`src/rtl/irq_ctrl_if.sv`:
```
`default_nettype none
// ---------------------------------------------------------------------------
// | Module   : irq_ctrl_if                                                   |
// | Brief    : CPU-side bus and interrupt handshake for irq_ctrl             |
// | Revision : 1.0 - initial release                                         |
// ---------------------------------------------------------------------------
interface irq_ctrl_if;
   logic [31:0] adr;
   logic [31:0] writedata;
   logic        memwrite;
   logic [31:0] readdata;
   logic        hit;
   logic        irq;
   logic        iack;

   modport master (
      output adr, writedata, memwrite, iack,
      input  readdata, hit, irq
   );

   modport slave (
      input  adr, writedata, memwrite, iack,
      output readdata, hit, irq
   );
endinterface
`default_nettype wire

```
`src/rtl/irq_ctrl.sv`:
```
`default_nettype none
// ---------------------------------------------------------------------------
// | Module   : irq_ctrl                                                      |
// | Brief    : Edge-triggered interrupt controller, lowest-index priority,   |
// |            memory-mapped PENDING/ENABLE/ID/EOI registers                 |
// | Revision : 1.0 - initial release                                         |
// ---------------------------------------------------------------------------
module irq_ctrl #(
   parameter int          NSRC = 8,
   parameter logic [31:0] BASE = 32'hFFFF_FF00
) (
   input  wire logic            clk,
   input  wire logic            reset,
   input  wire logic [NSRC-1:0] src,
   irq_ctrl_if.slave            bus
);

   localparam logic [1:0] c_REG_PENDING = 2'd0;
   localparam logic [1:0] c_REG_ENABLE  = 2'd1;
   localparam logic [1:0] c_REG_ID      = 2'd2;
   localparam logic [1:0] c_REG_EOI     = 2'd3;

   typedef enum logic [1:0] {
      S_IDLE    = 2'd0,
      S_REQ     = 2'd1,
      S_SERVICE = 2'd2
   } state_t;

   state_t          r_state;
   logic            r_irq;
   logic [NSRC-1:0] r_src_q;
   logic [NSRC-1:0] r_pending;
   logic [NSRC-1:0] r_enable;
   logic            r_id_valid;
   logic [3:0]      r_id;

   logic            w_hit;
   logic            w_wr;
   logic [1:0]      w_reg;
   logic [NSRC-1:0] w_rise;
   logic [NSRC-1:0] w_active;
   logic            w_req;
   logic [3:0]      w_winner;
   logic [NSRC-1:0] w_win_mask;
   logic            w_take;
   logic [NSRC-1:0] w_clr;
   logic            w_unused;

   assign w_hit    = (bus.adr[31:4] == BASE[31:4]);
   assign w_wr     = bus.memwrite & w_hit;
   assign w_reg    = bus.adr[3:2];
   assign w_rise   = src & ~r_src_q;
   assign w_active = r_pending & r_enable;
   assign w_req    = |w_active;
   // iack is only honoured while a request is outstanding in REQ
   assign w_take   = (r_state == S_REQ) & bus.iack & w_req;
   // byte-lane and upper data bits carry no meaning for this block
   assign w_unused = ^{bus.adr[1:0], bus.writedata[31:NSRC]};

   // lowest-index active source wins; mask is its one-hot form
   always_comb begin
      w_winner   = 4'd0;
      w_win_mask = '0;
      for (int i = NSRC - 1; i >= 0; i--) begin
         if (w_active[i]) begin
            w_winner   = 4'(i);
            w_win_mask = '0;
            w_win_mask[i] = 1'b1;
         end
      end
   end

   // bits leaving PENDING this cycle: software W1C plus the acknowledged winner
   always_comb begin
      w_clr = '0;
      if (w_wr && (w_reg == c_REG_PENDING)) w_clr = bus.writedata[NSRC-1:0];
      if (w_take)                           w_clr = w_clr | w_win_mask;
   end

   // edge capture, pending/enable storage; a new edge beats any clear
   always_ff @(posedge clk) begin
      if (!reset) begin
         r_src_q   <= src;
         r_pending <= '0;
         r_enable  <= '0;
      end else begin
         r_src_q   <= src;
         r_pending <= (r_pending & ~w_clr) | w_rise;
         if (w_wr && (w_reg == c_REG_ENABLE)) r_enable <= bus.writedata[NSRC-1:0];
      end
   end

   // request/service sequencing with registered irq and in-service ID
   always_ff @(posedge clk) begin
      if (!reset) begin
         r_state    <= S_IDLE;
         r_irq      <= 1'b0;
         r_id_valid <= 1'b0;
         r_id       <= 4'd0;
      end else begin
         case (r_state)
            S_IDLE: begin
               if (w_req) begin
                  r_state <= S_REQ;
                  r_irq   <= 1'b1;
               end
            end
            S_REQ: begin
               if (!w_req) begin
                  r_state <= S_IDLE;
                  r_irq   <= 1'b0;
               end else if (bus.iack) begin
                  r_state    <= S_SERVICE;
                  r_irq      <= 1'b0;
                  r_id_valid <= 1'b1;
                  r_id       <= w_winner;
               end
            end
            S_SERVICE: begin
               if (w_wr && (w_reg == c_REG_EOI)) begin
                  r_state    <= S_IDLE;
                  r_id_valid <= 1'b0;
               end
            end
            default: begin
               r_state <= S_IDLE;
               r_irq   <= 1'b0;
            end
         endcase
      end
   end

   // side-effect-free register read mux, zero outside the decoded window
   always_comb begin
      bus.readdata = 32'd0;
      if (w_hit) begin
         case (w_reg)
            c_REG_PENDING: bus.readdata = 32'(r_pending);
            c_REG_ENABLE:  bus.readdata = 32'(r_enable);
            c_REG_ID:      bus.readdata = {r_id_valid, 27'd0, r_id};
            default:       bus.readdata = 32'd0;
         endcase
      end
   end

   assign bus.hit = w_hit;
   assign bus.irq = r_irq;

endmodule
`default_nettype wire
```
`src/flat_wrapper.sv`:
```
// flat-port wrapper written by rule: the top's interface ports become plain ports
module irq_ctrl_flat 
#(
   parameter int          NSRC = 8,
   parameter logic [31:0] BASE = 32'hFFFF_FF00
)
  (clk, reset, src, bus_adr, bus_writedata, bus_memwrite, bus_iack, bus_readdata, bus_hit, bus_irq);
  irq_ctrl_if bus_i ();
  input  wire logic clk;
  input  wire logic reset;
  input  wire logic [NSRC-1:0] src;
  input wire logic [$bits(bus_i.adr)-1:0] bus_adr;
  input wire logic [$bits(bus_i.writedata)-1:0] bus_writedata;
  input wire logic [$bits(bus_i.memwrite)-1:0] bus_memwrite;
  input wire logic [$bits(bus_i.iack)-1:0] bus_iack;
  output wire logic [$bits(bus_i.readdata)-1:0] bus_readdata;
  output wire logic [$bits(bus_i.hit)-1:0] bus_hit;
  output wire logic [$bits(bus_i.irq)-1:0] bus_irq;
  assign bus_i.adr = bus_adr;
  assign bus_i.writedata = bus_writedata;
  assign bus_i.memwrite = bus_memwrite;
  assign bus_i.iack = bus_iack;
  assign bus_readdata = bus_i.readdata;
  assign bus_hit = bus_i.hit;
  assign bus_irq = bus_i.irq;
  irq_ctrl #(.NSRC(NSRC), .BASE(BASE)) u_core (.clk(clk), .reset(reset), .src(src), .bus(bus_i));
endmodule
```
`config.mk`:
```
export PLATFORM = sky130hd
export DESIGN_NAME = irq_ctrl_flat
export DESIGN_NICKNAME = d
export VERILOG_FILES = /design/src/rtl/irq_ctrl_if.sv /design/src/rtl/irq_ctrl.sv /design/src/flat_wrapper.sv
export SDC_FILE = /design/constraint.sdc
export NUM_CORES = 1
export LEC_CHECK = 0
export BUFFER_PORTS_ARGS = -buffer_cell sky130_fd_sc_hd__buf_2
export CORE_MARGIN = 2
export CORE_UTILIZATION = 39
export DETAILED_ROUTE_END_ITERATION = 8
export GPL_TIMING_DRIVEN = 0
export PLACE_DENSITY = 0.78
export SKIP_LAST_GASP = 1
export SYNTH_ARGS = -nofsm -noshare
export SYNTH_HDL_FRONTEND = slang
export SYNTH_SLANG_ARGS = --single-unit
```
`constraint.sdc`:
```
create_clock -name clk -period 1.9 [get_ports clk]
set_input_delay 0.285 -clock clk [delete_from_list [all_inputs] [get_ports clk]]
set_output_delay 0.285 -clock clk [all_outputs]
set_load 0.02 [all_outputs]
```
# --- Word level (Yosys, flattened, before mapping) ---
# Index checks and enable logic that the tools add are counted.
word_totals:
  out_inout_bits: 34
  wordCells: 73
  input_bits: 76
  reg_bits: 32
op_classes:
  mux: 33
  reduce_logical: 11
  bitwise_logic: 11
  eq_ne: 11
op_table:
  columns: ["operator", "n"]
  rows:
  - ["32-bit case mux with 3 select lines", 1]
  - ["8-bit two-way mux", 10]
  - ["32-bit two-way mux", 1]
  - ["28-bit == test, second input constant", 1]
  - ["8-bit AND", 3]
  - ["3-bit two-way mux", 8]
  - ["8-bit NOT", 2]
  - ["8-bit OR", 2]
  - ["3-bit AND reduction", 3]
  - ["2-bit two-way mux", 4]
  - ["8-bit OR reduction", 1]
  - ["2-bit == test, second input constant", 3]
  - ["1-bit two-way mux", 6]
  - ["2-bit by 1-bit inequality test with 1-bit output, second input constant", 3]
  - ["2-bit case mux with 3 select lines", 1]
  - ["2-bit by 1-bit == test with 1-bit output, second input constant", 2]
  - ["2-bit zero test", 2]
  - ["4-bit AND reduction", 1]
  - ["1-bit AND", 3]
  - ["1-bit logical AND", 3]
  - ["3-bit inequality test, second input constant", 1]
  - ["1-bit case mux with 3 select lines", 1]
  - ["2-bit inequality test, second input constant", 1]
  - ["1-bit case mux with 2 select lines", 1]
  - ["other kinds (2)", 2]

# --- Longest topological paths before layout ---
# Gate-level depths: netlist (run 1).
depth:
  depth_word: 14
  ltp_mapped: 6
  depth_no_buf: 4

# --- Worst setup path before layout (run 1) ---
# No wires, ideal clock.
synth_path:
  path_kind: "input to output"
  from: "input bus_adr[7]"
  to: "output bus_readdata[3]"
  path_buffers: 2
  slack_ns: -0.447
  arrival_time_ns: 2.062
  stages: 6
  path_cell_list: "nand4b_1 > or4_1 > buf_2 > or2_2 > clkbuf_1 > nor3_1"
synth_via:
  elab_chain_cells: 2
synth_rtl:
  columns: ["element", "line", "rtl"]
  rows:
  - ["start: declaration", "flat_wrapper.sv:12", "input wire logic [$bits(bus_i.adr)-1:0] bus_adr;"]
  - ["28-bit == test", "irq_ctrl.sv:49", "assign w_hit = (bus.adr[31:4] == BASE[31:4]);"]
  - ["32-bit two-way mux", "irq_ctrl.sv:136", "if (w_hit) begin"]
  - ["end: declaration", "flat_wrapper.sv:16", "output wire logic [$bits(bus_i.readdata)-1:0] bus_readdata;"]
# Every way passes these cells.

# --- Worst setup path in the final report (run 1) ---
layout_path:
  from: "input bus_adr[9]"
  to: "output bus_readdata[6]"
# The elaborated chain is that of the path after synthesis.

==> results.toml, run 1 <==
[global_route]
grt_pass1_wl_um = 6950
grt_pass1_vias = 1546
antenna_found_initial = 0
grt_overflow = 0
grt_max_degree = 14
track_usage_pct = 17.3

[cts]
clkLatencyLatePin_ps = 300
cts_tree = "yes"
clkTransAtPathRegs_ps = 60
htreeDepth = 2
clock_sinks = 31
clock_path_buffers = 2
cts-buffers-inserted = 5
ctsRootBufferMaster = "clkbuf_8"

[drt]
vias = 1781
ant_nets = 0
wire_per_inst_um = 12.5
drc_errors = 0
drtIter0Drc = 153
routed_wl_um = 4480
dr.pass1.iters = 4
viasPerCell = 4.96

[synthesis]
synth-seq-cells = 31
synthFlopType = "dfxtp_1"
ys_warn_count = 0
synth_top_cell_area_share_pct = 34.7
synthTopCellsByCount = "dfxtp_1 (31), nand2_1 (25), buf_4 (23)"
async_reset_ff_share_pct = 0
synth_area_leaders = "dfxtp_1 (35%), buf_4 (9.7%), mux2i_1 (9.0%)"
netlist_area_mm2 = 0.00179
synth.distinct_cells = 42
synthCells = 216
syn_area_per_cell_um2 = 8.28
synth_top_cell_by_area = "dfxtp_1"
synth_edf_count = 0
ys_seq_area_share_pct = 34.7
synth.most_common_cell = "dfxtp_1"

[timing]
setup_viol = 5
maxSlewHeadroom_pct = 63.7
max_freq_mhz = 510
clock_skew_ps = 3.95
fin_ws_ps = -59.9
fin_setup_tns_ps = -115
slew_violations = 0
hold-worst-slack_ps = 98.0
worst_pin_slew_ps = 545
fin_crit_sh_pct = 103
hold_viol = 0
rsz0062_at_grt = "yes"
finalCriticalPeriod_ps = 1960

[power]
power_density_mw_per_mm2 = 661
combPwrFrac_pct = 13.1
netSwitchingPower_mw = 0.393
power.leakage_nw = 1.18
p_int_mw = 1.30
sw_frac_of_total_pct = 23.2
pwr-share-clk_pct = 46.5
peakVddDrop_uv = 331
pwr-share-seq_pct = 40.4

[worst_setup_path]
crit_top_cell = "buf_6"
crit_required_ps = 1620
r2r_end = "u_core.r_pending[3]"
startpoint = "bus_adr[9]"
cpPeakStageDelay_ps = 580
crit_slowest_cell = "or4_4"
critPathLaunchType = "input port"
endpoint_kind = "output port"
crit_chain = "buf_6 -> nand4_1 -> or4_4 -> or2_4 -> nor3_4 -> buf_6"
critPathCapture = "bus_readdata[6]"
rr_startpoint = "u_core.r_enable[3]"
rr_worst_depth = 5
path_class = "in2out"
r2r_slack_ps = 160
arrival_ps = 1670
cp_max_fo = 5

[finish]
fillers = 419
drive_gt1_share_pct = 37.8
n_antenna_cell = 0
nNetsFinal = 382
fin_cells = 359
syn_to_final_growth_pct = 43.4

[floorplanning]
io_pins = 110
initial_core_util_pct = 40.8
core_area_mm2 = 0.00438
die_y_um = 71.7
die_area_mm2 = 0.00514
die_w_um = 71.7
rows = 24

[worst_hold_path]
min_path_type = "in2reg"

[status]
outcome = "complete, but fails checks"
failed_checks = "setup timing"

[placement]
io_buffers = 60
dpl.cell_count = 350
gp_congestion = 0.869
hpwl_um = 3340

[flow_run]
cap_violations = 0
==> how the worst min path moves through the flow <==
stage | to | from | depth (start not counted) | slack (ps)
4_1_cts | u_core.r_src_q[5] | src[5] | 1 | 90
5_1_grt | u_core.r_src_q[1] | src[1] | 1 | 90
2_1_floorplan | u_core.r_src_q[0] | src[0] | 0 | 310
3_3_place_gp | u_core.r_src_q[7] | src[7] | 1 | 400
3_5_place_dp | u_core.r_src_q[7] | src[7] | 1 | 400
6_report | u_core.r_src_q[5] | src[5] | 1 | 100
==> routing by layer <==
layer	vias to the layer above	global-route usage [%]	wire [um]
met1	807	21.1	1880
met2	55	29.2	2300
met4	0	7.97	73
met3	6	3.38	233
met5	-	0	0
li1	913	-	-
==> flip-flops by register name (all words and copies together) (netlist names) <==
register and cells:
u_core.r_id 3, u_core.r_state 2, u_core.r_pending 8, u_core.r_src_q 8, u_core.r_id_valid 1, u_core.bus.irq 1
u_core.r_enable 8
==> power groups by stage <==
stage	logic [mW]	clock network, mW	registers (mW)
3_3_place_gp	0.214	0	0.699
2_1_floorplan	0.147	0	0.696
4_1_cts	0.220	0.791	0.684
5_1_grt	0.240	0.821	0.688
3_5_place_dp	0.216	0	0.699
6_report	0.222	0.787	0.686
==> stage by stage <==
stage / instance area, um^2 / setup WS (ps) / total power [mW] / util (%)
detailed placement: 2350 / -247 / 0.915 / 53.7
finish: 2560 / -59.9 / 1.69 / 58.5
CTS: 2550 / -81.7 / 1.69 / 58.2
floorplan: 1990 / -37.9 / 0.843 / -
global placement: 2350 / -243 / 0.912 / 53.7
global route: 2560 / -110 / 1.75 / 58.5
==> cells by family (layout without fill, tap and decap cells) <==
family	Yosys count	after routing	synth area share [%]
AOI/OAI and AO/OA	38	38	14.9
buffers and inverters	40	108	13.7
DFF	31	31	34.7
muxes	16	16	8.96
other	1	23	0.210
and+or+nand+nor	90	91	27.5
==> cells in the final DEF, fill, tap and decap left out, drive strengths merged, types with 2 or more instances in the layout <==
cell,n
nand4,8
nor3,10
a22oi,4
nor4,2
o21ai,6
mux2i,16
nor2b,6
nand2,25
and4,2
or4,2
buf,87
nor2,8
or2,3
nand2b,7
conb,23
a31o,2
o311ai,2
bufinv,2
inv,8
nand3,6
o31ai,4
clkbuf,11
dfxtp,31
a21oi,10
o221a,4
nand3b,5
==> critical path, delay by kind of cell <==
| kind | cells | cell delay, ps |
|---|---|---|
| buf+inv | 2 | 200 |
| simple gates | 4 | 1190 |
==> cell type report <==
cell class                      instances  area (um^2)  area share [%]
Timing Repair Buffer                   63          400            15.6
Inverter                                8         30.0            1.17
Sequential cell                        31          621            24.2
Clock inverter                          2         60.1            2.34
Tap cell                               52         65.1            2.54
Multi-Input combinational cell        168         1110            43.3
Buffer                                 29          204            7.96
Clock buffer                            6         72.6            2.83
==> repair_timing <==
item,in CTS,in global routing
setup buffers,1,2
setup endpoints to repair,10,20
pin swaps,5,3
hold buffers,0,0
resized for setup,23,5
gates cloned,1,0
Power figures use the tool's default switching activity.
==> run 2, diff against run 1 <==
- ABC_AREA: unset -> 1
- CAP_MARGIN: unset -> 25
- CORE_UTILIZATION: 39 -> 40
- PLACE_DENSITY: 0.78 -> 0.77
==> results.toml, run 2 <==
[synthesis]
synthCells = 313
synthFlopType = "dfxtp_1"
synth_area_leaders = "dfxtp_1 (31%), nand2_1 (18%), buf_4 (8.7%)"
ys_seq_area_share_pct = 31.1
syn_area_per_cell_um2 = 6.37
ys_warn_count = 0
synthTopCellsByCount = "nand2_1 (98), inv_1 (41), dfxtp_1 (31)"
synth_top_cell_by_area = "dfxtp_1"
synth.most_common_cell = "nand2_1"
synth-seq-cells = 31
synth_top_cell_area_share_pct = 31.1
async_reset_ff_share_pct = 0
netlist_area_mm2 = 0.00199
synth_edf_count = 0
synth.distinct_cells = 27

[global_route]
track_usage_pct = 20.2
grt_max_degree = 11
grtUsageMet2_pct = 34.2
grt_use_met1_pct = 24.7
grt_pass1_wl_um = 8630
grt_overflow = 0
busiest_layer = "met2"
antenna_found_initial = 0
grt_pass1_vias = 2005
use_met3_pct = 4.88

[timing]
fin_crit_sh_pct = 90.5
max_freq_mhz = 582
clock_skew_ps = 2.01
rsz0062_at_grt = "no"
maxSlewHeadroom_pct = 62.0
fin_setup_tns_ps = 0
slew_violations = 0
worst_pin_slew_ps = 570
setup_viol = 0
hold_viol = 0
hold-worst-slack_ps = 109
finalCriticalPeriod_ps = 1720
fin_ws_ps = 181

[drt]
vias = 2105
drc_errors = 0
viasPerCell = 4.50
ant_nets = 0
drtIter0Drc = 131
dr.pass1.iters = 4
wire_per_inst_um = 10.6
routed_wl_um = 4980

[floorplanning]
die_area_mm2 = 0.00556
die_y_um = 74.6
rows = 25
io_pins = 110
core_area_mm2 = 0.00475
die_w_um = 74.6
initial_core_util_pct = 41.9

[cts]
cts-buffers-inserted = 5
ctsRootBufferMaster = "clkbuf_8"
clock_sinks = 31
htreeDepth = 2
clkLatencyLatePin_ps = 290
ctsHoldBuffers = 0
clock_path_buffers = 2
cts_tree = "yes"
clkTransAtPathRegs_ps = 60

[worst_setup_path]
crit_required_ps = 1620
arrival_ps = 1430
path_class = "in2out"
endpoint_kind = "output port"
critPathLaunchType = "input port"
cp_max_fo = 10

[power]
power_density_mw_per_mm2 = 555
power.leakage_nw = 1.34
peakVddDrop_uv = 365

[status]
outcome = "complete, no violations"

[finish]
nNetsFinal = 476
n_antenna_cell = 0
post-route-util_pct = 53.3
reg_top3 = "u_core.r_enable x8, u_core.r_pending x8, u_core.r_src_q x8"
drive_gt1_share_pct = 27.7
finalInstanceArea_mm2 = 0.00254
syn_to_final_growth_pct = 27.2
layout_common_cells = "nand2_1 (98), buf_2 (60), inv_1 (41), dfxtp_1 (31), nor2_1 (25)"
final_common_cell = "nand2_1"

[flow_run]
cap_violations = 0

[placement]
hpwl_um = 3790
pre_cts_slack_ps = 53.2
dpl_cell_area_mm2 = 0.00245
io_buffers = 58
gp_congestion = 0.924

[worst_hold_path]
min_path_type = "in2reg"
[run 2: area by class of cell]
type | instances | area (um^2)
Fill cell | 504 | 2220
Multi-Input combinational cell | 233 | 1100
Sequential cell | 31 | 621
Timing Repair Buffer | 58 | 290
Buffer | 28 | 201
Inverter | 43 | 161
Tap cell | 67 | 83.8
Clock buffer | 7 | 76.3
Clock inverter | 1 | 5.00
[run 2: layer usage]
| metal | routed length [um] | up-vias | share of wire [%] |
|---|---|---|---|
| met3 | 402 | 11 | 8.1 |
| met1 | 2100 | 892 | 42 |
| met4 | 95 | 0 | 1.9 |
| li1 | - | 1117 | - |
| met2 | 2380 | 85 | 48 |
| met5 | 0 | - | 0 |
[run 2: per-stage QoR]
stage,power [mW],instances
5_1_grt,1.48,468
3_5_place_dp,0.924,460
3_3_place_gp,0.920,460
6_report,1.41,468
4_1_cts,1.42,468
2_1_floorplan,0.842,335
[run 2: power breakdown]
group	internal [mW]	total (mW)	switching (mW)	leakage (nW)
clock network	0.256	0.495	0.239	0.0422
registers	0.671	0.683	0.0118	0.255
logic	0.0972	0.229	0.132	1.05
[run 2: worst paths after layout]
| kind | from | end | slack (ps) | cells after the start |
|---|---|---|---|---|
| worst min register to register | u_core.r_id[1] | u_core.r_id[1] | 470 | 2 |
| worst max-delay path | bus_adr[3] | bus_readdata[1] | 180 | 6 |
| worst min-delay path | src[1] | u_core.r_src_q[1] | 110 | 1 |
| worst max register to register | u_core.r_state[1] | u_core.r_pending[5] | 490 | 7 |
[run 2: what timing repair did]
item | CTS | global route
buffers inserted | 0 | 0
endpoints found under the setup margin | 0 | 8
resized for setup | 0 | 1
[run 2: worst max-delay path: stages]
cell and delay, ps:
buf_2 160, nor2_4 250, buf_2 280, nand2_1 80, a31oi_1 180, buf_2 190
[run 2: cell families (layout without fill, tap and decap cells)]
family | Yosys count | after routing | share of synthesized area, %
buffers and inverters | 71 | 137 | 18.2
DFF | 31 | 31 | 31.1
AOI/OAI and AO/OA | 33 | 33 | 8.85
other | 1 | 23 | 0.188
and+or+nand+nor | 177 | 177 | 41.6
